`config.mk`:
```
export PLATFORM = sky130hd
export DESIGN_NAME = mem_arbiter
export DESIGN_NICKNAME = d
export VERILOG_FILES = /design/src/rtl/mem_bus_pkg.sv /design/src/rtl/bus_watchdog.sv /design/src/rtl/mem_arbiter.sv
export SDC_FILE = /design/constraint.sdc
export NUM_CORES = 1
export LEC_CHECK = 0
export ABC_AREA = 1
export BUFFER_PORTS_ARGS = -buffer_cell sky130_fd_sc_hd__buf_4
export CAP_MARGIN = 20
export CELL_PAD_IN_SITES_DETAIL_PLACEMENT = 0
export CELL_PAD_IN_SITES_GLOBAL_PLACEMENT = 1
export CORE_AREA = 2 2 121 123
export DETAILED_ROUTE_END_ITERATION = 6
export DIE_AREA = 0 0 123 125
export GPL_TIMING_DRIVEN = 0
export PLACE_DENSITY_LB_ADDON = 0.12
export SETUP_SLACK_MARGIN = 0.5
export SLEW_MARGIN = 10
export SYNTH_ARGS = -nofsm -noshare
export SYNTH_HDL_FRONTEND = slang
export SYNTH_HIERARCHICAL = 1
export SYNTH_SLANG_ARGS = --single-unit
```
`constraint.sdc`:
```
create_clock -name clk -period 3.3 [get_ports clk]
set_input_delay 0.33 -clock clk [delete_from_list [all_inputs] [get_ports clk]]
set_output_delay 0.33 -clock clk [all_outputs]
set_load 0.02 [all_outputs]
```
`src/rtl/mem_bus_pkg.sv`:
```
// Shared types and defaults for the valid/ready memory bus arbiter.
package mem_bus_pkg;

  typedef enum logic [1:0] {
    IDLE   = 2'b00,
    GRANT0 = 2'b01,
    GRANT1 = 2'b10
  } arb_state_e;

  localparam int unsigned DEF_ADDR_W   = 32'd32;
  localparam int unsigned DEF_DATA_W   = 32'd32;
  localparam logic [31:0] DEF_ERR_DATA = 32'hDEAD_BEEF;

endpackage

```
`src/rtl/bus_watchdog.sv`:
```
// Per-transaction stall counter; flags the cycle that exhausts the budget
// and emits a one-cycle timeout pulse on the cycle after.
module bus_watchdog #(
  parameter int unsigned TIMEOUT = 32'd255
) (
  input  logic clk,
  input  logic rst,
  input  logic enable,
  input  logic clear,
  output logic expire,
  output logic timeout_err
);

  localparam int unsigned     CNT_W    = (TIMEOUT == 32'd0) ? 32'd1 : $clog2(TIMEOUT + 32'd1);
  localparam logic [CNT_W-1:0] CNT_MAX  = CNT_W'(TIMEOUT);
  localparam logic [CNT_W-1:0] CNT_LAST = CNT_W'((TIMEOUT == 32'd0) ? 32'd0 : TIMEOUT - 32'd1);
  localparam logic [CNT_W-1:0] CNT_ONE  = CNT_W'(32'd1);
  localparam logic             WD_ON    = (TIMEOUT != 32'd0);

  logic [CNT_W-1:0] count_r;
  logic             timeout_err_r;

  // Expiry is the last stalled cycle of the budget, never a cycle with s_ready.
  assign expire      = WD_ON & enable & (count_r == CNT_LAST);
  assign timeout_err = timeout_err_r;

  // Saturating stall counter, restarted whenever the transaction ends.
  always_ff @(posedge clk) begin
    if (rst) begin
      count_r       <= '0;
      timeout_err_r <= 1'b0;
    end else begin
      timeout_err_r <= expire;
      if (clear || expire || !WD_ON) begin
        count_r <= '0;
      end else if (enable && (count_r != CNT_MAX)) begin
        count_r <= count_r + CNT_ONE;
      end else begin
        count_r <= count_r;
      end
    end
  end

endmodule

```
`src/rtl/mem_arbiter.sv`:
```
// Two-master round-robin arbiter for a picorv32-style valid/ready bus,
// holding the grant for a full transaction with a timeout watchdog.
module mem_arbiter
  import mem_bus_pkg::*;
#(
  parameter int unsigned        ADDR_W   = DEF_ADDR_W,
  parameter int unsigned        DATA_W   = DEF_DATA_W,
  parameter int unsigned        TIMEOUT  = 32'd255,
  parameter logic [DATA_W-1:0]  ERR_DATA = DATA_W'(DEF_ERR_DATA)
) (
  input  logic                  clk,
  input  logic                  rst,
  input  logic                  m0_valid,
  input  logic [ADDR_W-1:0]     m0_addr,
  input  logic [DATA_W-1:0]     m0_wdata,
  input  logic [DATA_W/8-1:0]   m0_wstrb,
  output logic                  m0_ready,
  output logic [DATA_W-1:0]     m0_rdata,
  input  logic                  m1_valid,
  input  logic [ADDR_W-1:0]     m1_addr,
  input  logic [DATA_W-1:0]     m1_wdata,
  input  logic [DATA_W/8-1:0]   m1_wstrb,
  output logic                  m1_ready,
  output logic [DATA_W-1:0]     m1_rdata,
  output logic                  s_valid,
  output logic [ADDR_W-1:0]     s_addr,
  output logic [DATA_W-1:0]     s_wdata,
  output logic [DATA_W/8-1:0]   s_wstrb,
  input  logic                  s_ready,
  input  logic [DATA_W-1:0]     s_rdata,
  output logic                  busy,
  output logic                  timeout_err,
  output logic                  err_master
);

  arb_state_e state_r;
  logic       last_grant_r;
  logic       err_master_r;

  logic grant0_s;
  logic grant1_s;
  logic gidx_s;
  logic sel_valid_s;
  logic stall_s;
  logic expire_s;
  logic done_s;

  assign grant0_s    = (state_r == GRANT0);
  assign grant1_s    = (state_r == GRANT1);
  assign gidx_s      = grant1_s;
  assign sel_valid_s = grant0_s ? m0_valid : (grant1_s ? m1_valid : 1'b0);
  assign stall_s     = sel_valid_s & ~s_ready;
  // A transaction finishes on slave ready or on a forced timeout completion.
  assign done_s      = sel_valid_s & (s_ready | expire_s);

  assign s_valid = sel_valid_s;
  assign s_addr  = grant0_s ? m0_addr  : (grant1_s ? m1_addr  : '0);
  assign s_wdata = grant0_s ? m0_wdata : (grant1_s ? m1_wdata : '0);
  assign s_wstrb = grant0_s ? m0_wstrb : (grant1_s ? m1_wstrb : '0);

  assign m0_ready = grant0_s & done_s;
  assign m1_ready = grant1_s & done_s;
  assign m0_rdata = grant0_s ? (expire_s ? ERR_DATA : s_rdata) : '0;
  assign m1_rdata = grant1_s ? (expire_s ? ERR_DATA : s_rdata) : '0;

  assign busy       = (state_r != IDLE);
  assign err_master = err_master_r;

  bus_watchdog #(
    .TIMEOUT (TIMEOUT)
  ) u_watchdog (
    .clk         (clk),
    .rst         (rst),
    .enable      (stall_s),
    .clear       (~stall_s),
    .expire      (expire_s),
    .timeout_err (timeout_err)
  );

  // Grant FSM with round-robin ownership and timeout bookkeeping.
  always_ff @(posedge clk) begin
    if (rst) begin
      state_r      <= IDLE;
      last_grant_r <= 1'b1;
      err_master_r <= 1'b0;
    end else begin
      case (state_r)
        IDLE: begin
          if (m0_valid && m1_valid) begin
            state_r <= last_grant_r ? GRANT0 : GRANT1;
          end else if (m0_valid) begin
            state_r <= GRANT0;
          end else if (m1_valid) begin
            state_r <= GRANT1;
          end else begin
            state_r <= IDLE;
          end
        end
        GRANT0, GRANT1: begin
          if (!sel_valid_s) begin
            // Master withdrew: drop the grant without touching round-robin order.
            state_r <= IDLE;
          end else if (done_s) begin
            state_r      <= IDLE;
            last_grant_r <= gidx_s;
            if (expire_s) begin
              err_master_r <= gidx_s;
            end else begin
              err_master_r <= err_master_r;
            end
          end else begin
            state_r <= state_r;
          end
        end
        default: begin
          state_r <= IDLE;
        end
      endcase
    end
  end

endmodule

```
-- Yosys cells after proc, flatten, opt, wreduce, memory -nomap -nowiden
Index checks and enable logic that the tools add are counted.
- register bits after elaboration: 13
- bits in latches: 0
- bits in writable memories: 0
- ROM bits: 0
- input bits: 173
- logic and storage cells: 46
- memories: 0
- $add $sub $neg: 1
- multiply operators: 0
- divide/modulo/power cells: 0
- order comparisons: 0
- equality and inequality tests: 5
- shift-type cells: 0
- multiplexer cells: 18
- bitwise gates (word level): 8
- reductions and logical operators: 9
- operators with widths (operator ; number):
    32-bit two-way mux ; 7
    2-bit two-way mux ; 6
    8-bit by 1-bit adder with 8-bit output, second input constant ; 1
    8-bit equality test, second input constant ; 1
    4-bit two-way mux ; 2
    8-bit inequality test, second input constant ; 1
    1-bit bitwise AND ; 5
    2-bit case mux with 2 select lines ; 1
    4-bit AND reduction ; 1
    2-bit OR reduction ; 2
    3-bit inequality test, second input constant ; 1
    3-bit AND reduction ; 1
    2-bit by 1-bit equality test with 1-bit output, second input constant ; 1
    2-bit equality test, second input constant ; 1
    1-bit logical AND ; 2
    2-bit zero test ; 1
    1-bit two-way mux ; 2
    1-bit NOT ; 2
    2-bit nonzero test ; 1
    1-bit logical OR ; 1
    1-bit bitwise OR ; 1

-- Longest topological paths before layout
- word-level depth: 10
- gate-level depth with buffers: 19
- gate-level depth less buffers: 17

-- Hierarchy
The synthesis kept the hierarchy.
- modules (own cells, without submodules) (module ; times used ; cells an instance ; area an instance (µm²) ; sequential area each (µm²)):
    mem_arbiter ; 1 ; 252 ; 1561.5 ; 80.1
    bus_watchdog ; 1 ; 72 ; 505.5 ; 180.2

-- Worst setup path after synthesis
OpenSTA, ideal clock, no wires.
- kind: reg-to-output
- start point: register state_r[1]
- end point: output port m1_rdata[10]
- data arrival time: 2.485 ns
- required time: 2.970 ns
- setup slack: 0.485 ns
- stages on the path, launching flop included: 18
- cells stage by stage: dfxtp_1 > inv_1 > ha_1 > buf_6 > inv_4 > nand3_1 > nand2_1 > nand2_1 > inv_1 > nand2_1 > inv_1 > nand3_2 > inv_1 > buf_4 > inv_2 > buf_4 > buf_2 > a21oi_1
- longest elaborated chain between the ends: 7
- elaborated cells on any way between the ends: 8
- ends and longest elaborated chain (item ; line ; RTL):
    from (decl) ; mem_arbiter.sv:36 ; arb_state_e state_r;
    from (signal assigned) ; mem_arbiter.sv:90 ; state_r <= last_grant_r ? GRANT0 : GRANT1;
    from (signal assigned) ; mem_arbiter.sv:112 ; state_r <= state_r;
    2-bit equality test ; mem_arbiter.sv:49 ; assign grant1_s = (state_r == GRANT1);
    1-bit two-way mux ; mem_arbiter.sv:51 ; assign sel_valid_s = grant0_s ? m0_valid : (grant1_s ? m1_valid : 1'b0);
    1-bit two-way mux (*) ; mem_arbiter.sv:51 ;
    named net s_valid ; mem_arbiter.sv:25 ; output logic s_valid,
    1-bit bitwise AND (*) ; mem_arbiter.sv:52 ; assign stall_s = sel_valid_s & ~s_ready;
    named net stall_s ; mem_arbiter.sv:44 ; logic stall_s;
    1-bit bitwise AND (*) ; bus_watchdog.sv:24 ; assign expire = WD_ON & enable & (count_r == CNT_LAST);
    named net expire_s ; mem_arbiter.sv:45 ; logic expire_s;
    32-bit two-way mux (*) (2 in series) ; mem_arbiter.sv:64 ; assign m1_rdata = grant1_s ? (expire_s ? ERR_DATA : s_rdata) : '0;
    to (decl) ; mem_arbiter.sv:24 ; output logic [DATA_W-1:0] m1_rdata,
The timed path passes the listed nets; every way through them passes the cells marked *.

-- Worst setup path in the final report
- start point: register state_r[1]
- end point: output port m1_rdata[13]
- longest elaborated chain between the ends: 7
- elaborated cells on any way between the ends: 8
- ends and longest elaborated chain (item ; line):
    2-bit equality test ; mem_arbiter.sv:49
    1-bit two-way mux ; mem_arbiter.sv:51
    1-bit two-way mux (*) ; mem_arbiter.sv:51
    1-bit bitwise AND (*) ; mem_arbiter.sv:52
    named net stall_s ; mem_arbiter.sv:44
    1-bit bitwise AND (*) ; bus_watchdog.sv:24
    named net expire_s ; mem_arbiter.sv:45
    32-bit two-way mux (*) (2 in series) ; mem_arbiter.sv:64
Marks and branches as above.

==> impl_results.md <==
- Status: finished clean
- Main synth FF type: dfxtp_1
- RSZ-0062 raised after global routing: true
- Largest net degree at the start of global routing: 11
- CTS tree: yes
- Max-cap viol count: 0
- Total power: 0.00106 W
- CTS Buffer Depth: 2
- Fillers: 1607
- Switching Fraction: 38.6%
- GR Layer Usage met2: 31.0%
- Leakage: 2.69 nW
- Synth area leader: a22o_1
- Max Clock Freq: 0.374 GHz
- Total GRT Usage: 17.8%
- First-pass GRT wire length: 20.7 mm
- Final min period: 2.68 ns
- DRT iter0 DRCs: 136
- Post-Synthesis Cells: 324
- Share of layout cells above drive strength 1: 58.9%
- Die area: 15400 sq um
- Area share of the largest cell type after synthesis: 28.8%
- Drt first pass iters: 4
- FFs w/ async S/R, synth: 0%
- Logic pwr share: 62.8%
- Hold wc startpoint: rst
- Total gr overflow: 0
- GRT busiest layer: met2
- Hold Vio Cnt, Final: 0
- Final worst path period share: 81.1%
- Hold_ws: 0.265 ns
- Final instance area: 4860 sq um
- Post-Route WL: 14.9 mm
- Num CTS Buffers: 3
- CP max FO: 10
- Mapped Area: 2070 sq um
- Slew HR: 50.4%
- Worst-Skew Late Latency: 0.24 ns
- Area growth from synthesis to layout: 135%
- Peak VDD IR: 0.125 mV
- Yosys cell types: 30
- Flop pwr share: 15.2%
- Switching power: 0.000409 W
- Warnings, synthesis: 6
- Post-DP Area: 4620 sq um
- CP Class: reg -> out
- Antenna Violating Nets Remaining: 0
- Vias per Instance: 4.28
- N_diodes: 0
- Clk root buf: clkbuf_16
- Clock skew: 0.00255 ns
- Die H: 125 um
- Cell internal pwr: 0.000651 W
- Core area: 14200 sq um
- Clk network pwr share: 22.0%
- Worst EP arrival: 2.35 ns
- GP Congestion: 0.874
- Syn Area/Cell: 6.38 sq um
- M3 GR Usage: 4.24%
- H-tree depth: 1
- Critical Path Start Type: flop
- Post-DR wirelength/cell: 18.0 um
- Power Density: 218 nW/um^2
- Final nets: 824
- Critical path required time: 2.97 ns
- Number of flops mapped to enable cells by yosys: 0
- Max Slew Vio Count: 0
- Register bit count reported by yosys: 13
- Met1 usage: 21.7%
- Post-synthesis sequential area ratio: 12.6%
- Num rows: 44
- Setup Viol. Count Final: 0
- Worst min path class: in -> reg
- Synthesized Nets: 503
- Register area: 262 sq um
- Post-DP HPWL: 12.8 mm
- Via count: 3541
- Reg2reg start: state_r[1]
- Initial Utilization: 14.6%
- Worst Tran Pin Value: 0.744 ns
- # IOs: 311
- Sum Neg Setup Slack: 0 ns
- Number of remaining DRC errors: 0
- Initial antenna violation count: 0
- I/O Buffers: 310
- Vias in the first global route: 3323
- TritonCTS Sinks: 13
- Die W: 123 um
- Critical path capture point type: output port
- Multi-input combinational cell area: 1500 sq um
- CTS clk-pin slew, worst paths: 0.05 ns
- Synth top area cells: a22o_1 29%, a21oi_1 14%, dfxtp_1 13%, inv_1 9.6%, nand2_1 6.2%
- CP startpoint: state_r[1]
==> synthesized netlist by cell type (3+ instances only) <==
| cell type | n |
|---|---|
| nand2_1 | 34 |
| ha_1 | 6 |
| nand4_1 | 3 |
| nand3_1 | 10 |
| inv_2 | 3 |
| a21oi_1 | 56 |
| nand2_2 | 4 |
| buf_2 | 16 |
| buf_4 | 4 |
| nor2_1 | 16 |
| a22o_1 | 68 |
| clkbuf_1 | 4 |
| dfxtp_1 | 13 |
| nor3_1 | 17 |
| buf_6 | 3 |
| inv_1 | 53 |
==> state kept, by name, indices dropped and copies added, names as in the netlist <==
name / cells
u_watchdog/timeout_err: 1
last_grant_r: 1
err_master: 1
state_r: 2
u_watchdog/count_r: 8
==> power groups by stage <==
stage / sequential, W / clock, W / combinational (W)
3_5_place_dp: 0.000164 / 0 / 0.000654
6_report: 0.000161 / 0.000233 / 0.000665
2_1_floorplan: 0.000164 / 0 / 0.000290
4_1_cts: 0.000161 / 0.000239 / 0.000662
3_3_place_gp: 0.000164 / 0 / 0.000653
5_1_grt: 0.000161 / 0.000247 / 0.000710
==> critical path: stages (launching register included) <==
cell and delay [ns]:
dfxtp_2 0.34, inv_2 0.05, ha_1 0.18, buf_6 0.13
inv_8 0.07, nand3_2 0.06, nand2_2 0.08, nand2_1 0.07
inv_2 0.06, nand2_1 0.05, inv_1 0.06, nand3_2 0.12
inv_2 0.08, buf_6 0.11, inv_2 0.06, buf_8 0.14
buf_6 0.14, a21oi_1 0.14, buf_4 0.17
==> worst paths after layout <==
kind | depth (start not counted) | slack [ns] | to
hold reg to reg | 2 | 0.48 | u_watchdog/count_r[6]
setup / recovery | 18 | 0.62 | m1_rdata[13]
hold / removal | 2 | 0.27 | u_watchdog/timeout_err
setup reg to reg | 18 | 1.25 | state_r[1]
==> cell type report <==
type                            count  area share [%]
Timing Repair Buffer              316            48.9
Multi-Input combinational cell    226            30.9
Sequential cell                    13            5.38
Tap cell                          184            4.74
Inverter                           57            4.56
Buffer                             28            3.94
Clock buffer                        4            1.62
==> cells by family (layout without fill, tap and decap cells) <==
| logic type | count (synthesis) | count (layout) | share of synthesized area, % |
|---|---|---|---|
| AOI/OAI and AO/OA | 127 | 127 | 43.3 |
| xor gates and xnor gates | 2 | 2 | 0.848 |
| DFF | 13 | 13 | 12.6 |
| and+or+nand+nor | 91 | 91 | 21.2 |
| adders and majority gates | 6 | 6 | 3.63 |
| buffers and inverters | 85 | 405 | 18.3 |
==> placed cells by master (no fill, tap or decap) <==
master	n
a21oi_4	1
xnor2_1	1
nor2_8	1
nand3b_1	1
buf_1	1
nand2_4	1
clkbuf_1	4
buf_4	317
ha_1	6
nand2_1	33
nor2_4	1
buf_6	6
buf_2	14
o21ai_2	1
a31oi_1	1
o21ai_0	1
buf_8	2
inv_2	6
a22o_1	68
nor2_1	16
or2_2	1
dfxtp_2	1
a21oi_2	14
inv_1	50
a21oi_1	41
clkbuf_2	1
nor2_2	1
inv_8	1
nand4_1	3
nand3_2	2
clkbuf_16	3
nand2_2	5
dfxtp_1	12
xor2_1	1
nand3_1	9
nor3_1	17
==> timing repair <==
item                       CTS  global route
buffers inserted             4             2
setup endpoints to repair   61            48
hold buffers                 0             0
pin swaps                    1             2
resized for setup            8            27
==> stage by stage <==
step / setup slack [ns] / instances / utilization [%]
floorplan: 0.485 / 324 / -
global route: 0.462 / 828 / 34.2
detailed placement: 0.305 / 818 / 32.6
global placement: 0.334 / 818 / 32.6
finish: 0.624 / 828 / 34.2
CTS: 0.491 / 826 / 33.4
==> layer usage <==
metal	wire (um)	vias up
met4	355	0
met2	7390	134
met3	1390	16
met5	0	-
li1	-	1765
met1	5780	1626
Note: power is estimated with default switching activity, not from simulation.
